### src/rtl/pipelined_mult_acc_pkg.sv
// Shared constants for the pipelined multiplier/accumulator: latency rule and
// arithmetic mode encodings.
package pipelined_mult_acc_pkg;

  localparam int MODE_UNSIGNED       = 32'sd0;
  localparam int MODE_SIGNED         = 32'sd1;
  localparam int DEFAULT_PIPE_STAGES = 32'sd3;

  // Input register + product stages + output register.
  function automatic int calc_latency(input int pipe_stages);
    return pipe_stages + 32'sd2;
  endfunction

  localparam int DEFAULT_LATENCY = calc_latency(DEFAULT_PIPE_STAGES);

endpackage

### src/rtl/pipelined_mult_acc_pipe_delay.sv
// Width/depth parametrised shift register with clock enable, used for the
// product stages and for the valid/sideband bits that travel with them.
module pipelined_mult_acc_pipe_delay
  import pipelined_mult_acc_pkg::*;
#(
  parameter int WIDTH = 1,
  parameter int DEPTH = 1
) (
  input  logic             CLK,
  input  logic             RST,
  input  logic             CE,
  input  logic [WIDTH-1:0] din,
  output logic [WIDTH-1:0] dout
);

  logic [WIDTH-1:0] stage_r [DEPTH];

  // Shift chain; every stage holds while CE is low.
  always_ff @(posedge CLK or posedge RST) begin
    if (RST) begin
      for (int i = 0; i < DEPTH; i++) begin
        stage_r[i] <= '0;
      end
    end else if (CE) begin
      stage_r[0] <= din;
      for (int i = 1; i < DEPTH; i++) begin
        stage_r[i] <= stage_r[i-1];
      end
    end
  end

  assign dout = stage_r[DEPTH-1];

endmodule

### src/rtl/pipelined_mult_acc.sv
// Pipelined A*B multiplier with valid-qualified datapath, clock enable,
// signed/unsigned mode and an optional wrapping accumulator with sticky overflow.
module pipelined_mult_acc
  import pipelined_mult_acc_pkg::*;
#(
  parameter int A_WIDTH     = 18,
  parameter int B_WIDTH     = 18,
  parameter int PIPE_STAGES = 3,
  parameter int SIGNED      = 0,
  parameter int ACC_WIDTH   = 48
) (
  input  logic                       CLK,
  input  logic                       RST,
  input  logic                       CE,
  input  logic                       IN_VALID,
  input  logic [A_WIDTH-1:0]         A,
  input  logic [B_WIDTH-1:0]         B,
  input  logic                       ACC_EN,
  input  logic                       ACC_CLR,
  output logic [A_WIDTH+B_WIDTH-1:0] MULT,
  output logic                       OUT_VALID,
  output logic [ACC_WIDTH-1:0]       ACC,
  output logic                       OVF,
  output logic                       BUSY
);

  localparam int   P_WIDTH     = A_WIDTH + B_WIDTH;
  localparam int   LATENCY     = calc_latency(PIPE_STAGES);
  localparam int   CNT_W       = $clog2(LATENCY + 1);
  localparam logic SIGNED_MODE = (SIGNED == MODE_SIGNED);

  logic [A_WIDTH-1:0]   a_r;
  logic [B_WIDTH-1:0]   b_r;
  logic                 in_valid_r;
  logic                 acc_en_r;
  logic                 acc_clr_r;
  logic [P_WIDTH-1:0]   a_ext_s;
  logic [P_WIDTH-1:0]   b_ext_s;
  (* mult_style = "pipe_lut" *)
  logic [P_WIDTH-1:0]   prod_s;
  logic [P_WIDTH-1:0]   prod_d_s;
  logic [2:0]           side_d_s;
  logic                 beat_valid_s;
  logic                 beat_en_s;
  logic                 beat_clr_s;
  logic [ACC_WIDTH-1:0] prod_ext_s;
  logic [ACC_WIDTH:0]   sum_s;
  logic                 ovf_det_s;
  logic [CNT_W-1:0]     inflight_r;
  logic [CNT_W-1:0]     inflight_next_s;

  // Input register stage: operands and sideband captured on every enabled edge.
  always_ff @(posedge CLK or posedge RST) begin
    if (RST) begin
      a_r        <= '0;
      b_r        <= '0;
      in_valid_r <= 1'b0;
      acc_en_r   <= 1'b0;
      acc_clr_r  <= 1'b0;
    end else if (CE) begin
      a_r        <= A;
      b_r        <= B;
      in_valid_r <= IN_VALID;
      acc_en_r   <= ACC_EN;
      acc_clr_r  <= ACC_CLR;
    end
  end

  // Operand extension to product width; the low P_WIDTH bits of the product
  // of sign-extended operands equal the two's-complement product.
  always_comb begin
    a_ext_s = P_WIDTH'(a_r);
    b_ext_s = P_WIDTH'(b_r);
    for (int i = A_WIDTH; i < P_WIDTH; i++) begin
      a_ext_s[i] = SIGNED_MODE & a_r[A_WIDTH-1];
    end
    for (int i = B_WIDTH; i < P_WIDTH; i++) begin
      b_ext_s[i] = SIGNED_MODE & b_r[B_WIDTH-1];
    end
  end

  assign prod_s = a_ext_s * b_ext_s;

  pipelined_mult_acc_pipe_delay #(.WIDTH(P_WIDTH), .DEPTH(PIPE_STAGES)) u_prod_pipe (
    .CLK  (CLK),
    .RST  (RST),
    .CE   (CE),
    .din  (prod_s),
    .dout (prod_d_s)
  );

  pipelined_mult_acc_pipe_delay #(.WIDTH(3), .DEPTH(PIPE_STAGES)) u_side_pipe (
    .CLK  (CLK),
    .RST  (RST),
    .CE   (CE),
    .din  ({in_valid_r, acc_en_r, acc_clr_r}),
    .dout (side_d_s)
  );

  assign beat_valid_s = side_d_s[2];
  assign beat_en_s    = side_d_s[1];
  assign beat_clr_s   = side_d_s[0];

  // Product extended to accumulator width and the overflow detector.
  always_comb begin
    prod_ext_s = ACC_WIDTH'(prod_d_s);
    for (int i = P_WIDTH; i < ACC_WIDTH; i++) begin
      prod_ext_s[i] = SIGNED_MODE & prod_d_s[P_WIDTH-1];
    end
    sum_s = {1'b0, ACC} + {1'b0, prod_ext_s};
    if (SIGNED_MODE) begin
      ovf_det_s = (ACC[ACC_WIDTH-1] == prod_ext_s[ACC_WIDTH-1]) &&
                  (sum_s[ACC_WIDTH-1] != ACC[ACC_WIDTH-1]);
    end else begin
      ovf_det_s = sum_s[ACC_WIDTH];
    end
  end

  // Output stage: product register, valid flag, accumulator and sticky overflow.
  always_ff @(posedge CLK or posedge RST) begin
    if (RST) begin
      MULT      <= '0;
      OUT_VALID <= 1'b0;
      ACC       <= '0;
      OVF       <= 1'b0;
    end else if (CE) begin
      OUT_VALID <= beat_valid_s;
      if (beat_valid_s) begin
        MULT <= prod_d_s;
        if (beat_clr_s) begin
          ACC <= prod_ext_s;
          OVF <= 1'b0;
        end else if (beat_en_s) begin
          ACC <= sum_s[ACC_WIDTH-1:0];
          OVF <= OVF | ovf_det_s;
        end
      end
    end
  end

  // Valid beats in flight: one enters with IN_VALID, one leaves as OUT_VALID shifts out.
  assign inflight_next_s = inflight_r + CNT_W'(IN_VALID) - CNT_W'(OUT_VALID);

  // Occupancy counter and registered BUSY flag.
  always_ff @(posedge CLK or posedge RST) begin
    if (RST) begin
      inflight_r <= '0;
      BUSY       <= 1'b0;
    end else if (CE) begin
      inflight_r <= inflight_next_s;
      BUSY       <= (inflight_next_s != '0);
    end
  end

endmodule

### config.mk
export PLATFORM = sky130hd
export DESIGN_NAME = pipelined_mult_acc
export DESIGN_NICKNAME = d
export VERILOG_FILES = /design/src/rtl/pipelined_mult_acc_pkg.sv /design/src/rtl/pipelined_mult_acc_pipe_delay.sv /design/src/rtl/pipelined_mult_acc.sv
export SDC_FILE = /design/constraint.sdc
export NUM_CORES = 1
export LEC_CHECK = 0
export ABC_CLOCK_PERIOD_IN_PS = 10450
export CAP_MARGIN = 15
export CORE_ASPECT_RATIO = 0.9
export CORE_MARGIN = 8
export CORE_UTILIZATION = 30
export CTS_BUF_LIST = sky130_fd_sc_hd__clkbuf_4
export DETAILED_ROUTE_END_ITERATION = 12
export GPL_ROUTABILITY_DRIVEN = 0
export PLACE_DENSITY = 0.43
export REMOVE_ABC_BUFFERS = 1
export SLEW_MARGIN = 20
export SYNTH_ARGS = -nofsm -noshare
export SYNTH_HDL_FRONTEND = slang
export SYNTH_SLANG_ARGS = --single-unit
### constraint.sdc
create_clock -name CLK -period 10.45 [get_ports CLK]
set_input_delay 3.135 -clock CLK [delete_from_list [all_inputs] [get_ports CLK]]
set_output_delay 3.135 -clock CLK [all_outputs]
set_load 0.005 [all_outputs]
==> results.json, run 1 <==
{
  "die_x_um": 300.9,
  "slowest_delay_ps": 880,
  "cp.buffers_inverters": 3,
  "overflow": 0,
  "synth_cell_types": 71,
  "io_buffers": 128,
  "placed_area_sq_um": 24080,
  "required_ps": 11070,
  "drive_gt1_share_pct": 14.53,
  "cp_top_family": "adder cells",
  "r2r_cells": 21,
  "worstReg2RegStart": "b_r[3]",
  "clockBufferDepth": 3,
  "synthCells": 2157,
  "top_level_ports": 129,
  "cpMostUsedCell": "fa_1",
  "avgSynthCellArea_sq_um": 10.16,
  "cts_hold_buf": 0,
  "syn_area_sq_um": 21920,
  "std_cell_rows": 94,
  "period_minus_slack_ps": 6988,
  "coreArea_sq_um": 72680,
  "grt_use_met3_pct": 2.643,
  "final-setup-viol-count": 0,
  "antenna_found_initial": 1,
  "clk_pin_slew_ps": 70,
  "via_count": 15340,
  "hpwl_mm": 43.57,
  "status": "complete, no violations",
  "multi_input_area_sq_um": 14150,
  "finalHoldViolations": 0,
  "fin_worst_skew_ps": 71.13,
  "die_y_um": 272.5,
  "critPathKind": "reg2reg",
  "max_freq_mhz": 143.1,
  "async_flop_share_pct": 100.0,
  "ys_warn_count": 0,
  "first_global_vias": 16930,
  "rsz0062_at_grt": "false",
  "cp-start-kind": "flip-flop",
  "hold_class": "reg2reg",
  "cp_max_fo": 19,
  "grt_pass1_wl_mm": 95.18,
  "postLayoutCellArea_sq_um": 25040,
  "synthToLayoutAreaGrowth_pct": 14.21,
  "post_drt_wl_per_cell_um": 17.91,
  "slew_viol_final": 0,
  "tritoncts": "built",
  "slew_headroom_pct": 34.02,
  "startpoint": "b_r[3]",
  "r2r_slack_ps": 3460,
  "cts_resized": 0,
  "dp_slack_ps": 3571,
  "vias_per_cell": 4.697,
  "finish.net_count": 2706,
  "worstSkewPairLatency_ps": 790,
  "synth-main-ff-cell": "dfrtp_1",
  "dr.pass1.iters": 5,
  "synth_edf_count": 0,
  "worstMarginPinSlew_ps": 989.8,
  "top_usage_layer": "met2",
  "path_cells": "nand2_1 -> fa_1 -> fa_1 -> inv_1 -> fa_1 -> fa_1 -> fa_1 -> inv_1 -> fa_1 -> inv_1 -> ha_1 -> a21oi_1 -> o21ai_1 -> o41ai_1 -> o21ai_0 -> a21oi_2 -> o21ai_1 -> a221o_1 -> a21oi_1 -> xnor2_1 -> mux2_2",
  "use_met2_pct": 24.35,
  "place_inst": 3141,
  "final.fill_count": 7504,
  "post-cts-setup-buffers": 0,
  "drc_errors": 0,
  "tns_ps": 0,
  "initialDrtViolationCount": 632,
  "cp.depth": 21,
  "clkSinkCount": 246,
  "critPathSlowestCell": "dfrtp_1",
  "r2r-end": "u_prod_pipe.stage_r[106]",
  "ff_latch_area_sq_um": 6157,
  "cts_buffers": 75,
  "final_common_cell": "inv_1",
  "die_area_sq_um": 81990,
  "met1_usage_pct": 19.12,
  "fin_cells": 3266,
  "ys_ff_latch": 246,
  "max_cap_viol_count": 0,
  "synth_seq_area_share_pct": 28.08,
  "setup_ws_ps": 3462,
  "grt_usage_pct": 14.62,
  "finalCritPeriodShare_pct": 66.87,
  "cp.arrival_ps": 7600,
  "ant_nets": 0,
  "start_util_pct": 30.16,
  "root_buffer": "clkbuf_4",
  "critPathCapture": "u_prod_pipe.stage_r[106]",
  "mostFrequentLayoutCells": "inv_1, nand2_1, fa_1",
  "ctsHtreeMaxLevel": 3,
  "routed_wl_mm": 58.49,
  "endpoint_kind": "flip-flop",
  "grt_max_degree": 145
}
==> per-stage QoR <==
| step | utilization [%] | hold WS (ps) |
|---|---|---|
| 6_report | 34.45 | 487.0 |
| 3_3_place_gp | 33.13 | 479.0 |
| 3_5_place_dp | 33.13 | 488.2 |
| 2_1_floorplan | - | 448.1 |
| 4_1_cts | 34.44 | 491.1 |
| 5_1_grt | 34.45 | 508.8 |
==> sequential cells by signal (all words and copies together), names as in the netlist <==
name / count
MULT: 36
OUT_VALID: 1
u_prod_pipe.stage_r: 72
inflight_r: 3
u_prod_pipe.dout: 36
acc_clr_r: 1
u_side_pipe.stage_r: 6
BUSY: 1
ACC: 48
in_valid_r: 1
u_side_pipe.dout: 3
a_r: 18
acc_en_r: 1
OVF: 1
b_r: 18
==> layer usage <==
metal / part of all wire, % / vias to the layer above
li1: - / 7185
met1: 46 / 7772
met2: 48 / 282
met3: 4.0 / 103
met4: 2.8 / 0
met5: 0 / -
==> kinds of logic (layout without fill, tap and decap cells) <==
group                    count (synthesis)  count (layout)  share of synthesized area (%)
multiplexers                           194             194                          9.902
XOR/XNOR                                62              62                          2.477
adder cells (fa/ha/maj)                406             406                          32.01
AO/OA/AOI/OAI                          287             287                          8.630
buffers and inverters                  431             579                          7.397
other                                    0               1                              0
flip-flops                             246             246                          28.08
AND/OR/NAND/NOR                        531             531                          11.51
==> cell usage after synthesis, drive strengths merged, types with 14 or more instances <==
master  number  area [sq um]
a21oi       83         422.9
clkbuf     110         412.9
nand3       14         70.07
fa         258          5165
and2       141         882.1
dfrtp      246          6156
a21o        34         255.2
o21ai       82         421.7
xnor2       40         350.3
ha         148          1852
inv        315          1182
xor2        22         192.7
mux2       183          2061
nand2      265         994.7
nor2        45         168.9
==> worst min path at each step <==
| stage | end | cells after the start | slack (ps) | from |
|---|---|---|---|---|
| after floorplan | u_prod_pipe.dout[1] | 2 | 450 | u_prod_pipe.stage_r[37] |
| after global placement | inflight_r[2] | 1 | 480 | inflight_r[2] |
| after detailed placement | u_prod_pipe.dout[1] | 2 | 490 | u_prod_pipe.stage_r[37] |
| after CTS | u_prod_pipe.dout[31] | 1 | 490 | u_prod_pipe.stage_r[67] |
| after global routing | inflight_r[2] | 1 | 510 | inflight_r[2] |
| final | u_prod_pipe.dout[31] | 1 | 490 | u_prod_pipe.stage_r[67] |
==> final cells by class <==
| class | instances | share of cell area (%) |
|---|---|---|
| Antenna cell | 1 | 0.009994 |
| Clock buffer | 105 | 3.148 |
| Clock inverter | 19 | 0.6546 |
| Inverter | 315 | 4.752 |
| Multi-Input combinational cell | 1480 | 56.51 |
| Sequential cell | 246 | 24.59 |
| Tap cell | 960 | 4.797 |
| Timing Repair Buffer | 140 | 5.532 |
Power of run 1 is left out: the tool's default activity adds up to more than one toggle a clock period on the data nets, which glitch-free logic cannot reach.
==> run 2, diff against run 1 <==
- ABC_CLOCK_PERIOD_IN_PS: 10450 -> 6850
- clock period: 10.45 -> 6.85 ns (I/O delays scaled with it)
==> run 2 against run 1 <==
  * Design area increased by 1.5%
  * First-iteration DRC count decreased by 9.8%
  * Clock skew increased by 0.79 ps
  * Worst hold slack got worse by 24 ps
  * Non-clock buffer count increased by 44
  * Global-route usage about the same
  * Clock-buffer cell count decreased by 1
  * Core utilization increased by 0.53 points
  * Via count increased by 0.90%
  * Critical path type unchanged
==> results.json, run 2 (same netlist as run 1, synthesis figures left out) <==
{
  "die_x_um": 300.9,
  "clockBufferDepth": 3,
  "finish.net_count": 2751,
  "grt_pass1_wl_mm": 95.65,
  "worstMarginPinSlew_ps": 969.4,
  "mostFrequentLayoutCells": "inv_1, nand2_1, fa_1",
  "reg_top3": "u_prod_pipe.stage_r: 72 flops, ACC: 48 flops",
  "place_inst": 3179,
  "via_count": 15480,
  "io_buffers": 128,
  "dr.pass1.iters": 4,
  "timing.hold.ws_ps": 463.1,
  "final-setup-viol-count": 0,
  "required_ps": 7570,
  "vias_per_cell": 4.667,
  "period_minus_slack_ps": 6508,
  "utilization_pct": 34.98,
  "cp-start-kind": "flip-flop",
  "finalCritPeriodShare_pct": 95.00,
  "ant_nets": 0,
  "r2r_cells": 22,
  "hold_class": "reg2reg",
  "grt_max_degree": 112,
  "overflow": 0,
  "initialDrtViolationCount": 570,
  "ctsHtreeMaxLevel": 3,
  "clk_pin_slew_ps": 70,
  "top_level_ports": 129,
  "std_cell_rows": 94,
  "cts_hold_buf": 0,
  "slew_headroom_pct": 35.37,
  "fin_worst_skew_ps": 71.91,
  "cp.arrival_ps": 7220,
  "drc_errors": 0,
  "final.fill_count": 7495,
  "max_cap_viol_count": 0,
  "cp_max_fo": 9,
  "clkSinkCount": 246,
  "endpoint_kind": "flip-flop",
  "coreArea_sq_um": 72680,
  "root_buffer": "clkbuf_4",
  "first_global_vias": 17360,
  "antenna_found_initial": 5,
  "cts_buffers": 76,
  "r2r_slack_ps": 340,
  "grt_usage_pct": 14.61,
  "post_drt_wl_per_cell_um": 17.57,
  "slew_viol_final": 0,
  "worstSkewPairLatency_ps": 840,
  "tritoncts": "built",
  "status": "complete, no violations",
  "die_area_sq_um": 81990,
  "whs_path_depth": 1,
  "finalHoldViolations": 0,
  "max_freq_mhz": 153.7,
  "largest_reg_flops": 72,
  "synthToLayoutAreaGrowth_pct": 15.98,
  "start_util_pct": 30.16,
  "critPathKind": "reg2reg",
  "fin_cells": 3317,
  "routed_wl_mm": 58.29,
  "drive_gt1_share_pct": 17.11,
  "hpwl_mm": 45.15,
  "final_common_cell": "inv_1",
  "die_y_um": 272.5,
  "tns_ps": 0,
  "regMostFlops": "u_prod_pipe.stage_r"
}
[run 2: worst paths after layout]
kind | from | endpoint
max | a_r[8] | u_prod_pipe.stage_r[106]
min in group asynchronous | RST | ACC[39]
max reg2reg | a_r[8] | u_prod_pipe.stage_r[106]
min | u_prod_pipe.stage_r[50] | u_prod_pipe.dout[14]
min reg2reg | u_prod_pipe.stage_r[50] | u_prod_pipe.dout[14]
max in group asynchronous | RST | b_r[4]
[run 2: timing repair]
action                                  4_1_cts  5_1_grt
endpoints found under the setup margin        1        5
resized for setup                             1       24
pin swaps                                     0        2
buffers inserted                              0        6
[run 2: cell type report]
class | count | area, sq um | area share, %
multi-input cells | 1480 | 14160 | 55.71
flip-flops and latches | 246 | 6188 | 24.34
repair buffers | 184 | 1728 | 6.796
well taps | 960 | 1201 | 4.724
inverters | 315 | 1190 | 4.680
clock buffers | 104 | 780.7 | 3.071
clock inverters | 21 | 155.1 | 0.6102
diodes | 7 | 17.52 | 0.06890
[run 2: routing by layer]
metal,up-vias,GRT usage [%],routed length (um)
li1,7275,-,-
met1,7814,18.94,26740
met2,274,24.15,27360
met3,115,3.087,2373
met4,2,4.826,1798
met5,-,0,18
[run 2: stage by stage]
stage               cell area (sq um)  setup slack, ps
floorplan                       21480            -1963
global placement                24380            119.5
detailed placement              24380           -12.09
CTS                             25320            30.45
global route                    25420           -1.790
finish                          25420            342.4
[run 2: critical path: stages, from the launching register on]
cell,delay [ps]
dfrtp_4,540
and2_1,200
fa_1,550
inv_1,50
fa_1,460
fa_1,520
inv_1,50
fa_1,480
fa_1,500
inv_1,50
fa_1,490
inv_1,40
ha_1,340
o21a_1,190
o211ai_1,270
o21ai_0,170
o2bb2ai_2,190
a21oi_2,240
o21ai_1,160
a221o_1,350
a21oi_1,170
xnor2_1,80
mux2_2,260
Power of run 2 is left out for the same reason.
==> run 3, diff against run 2 <==
- CAP_MARGIN: 15 -> default
==> results of run 3 <==
The final DEF is identical to that of run 2; final timing and power are the same.
Power of run 3 is left out for the same reason.
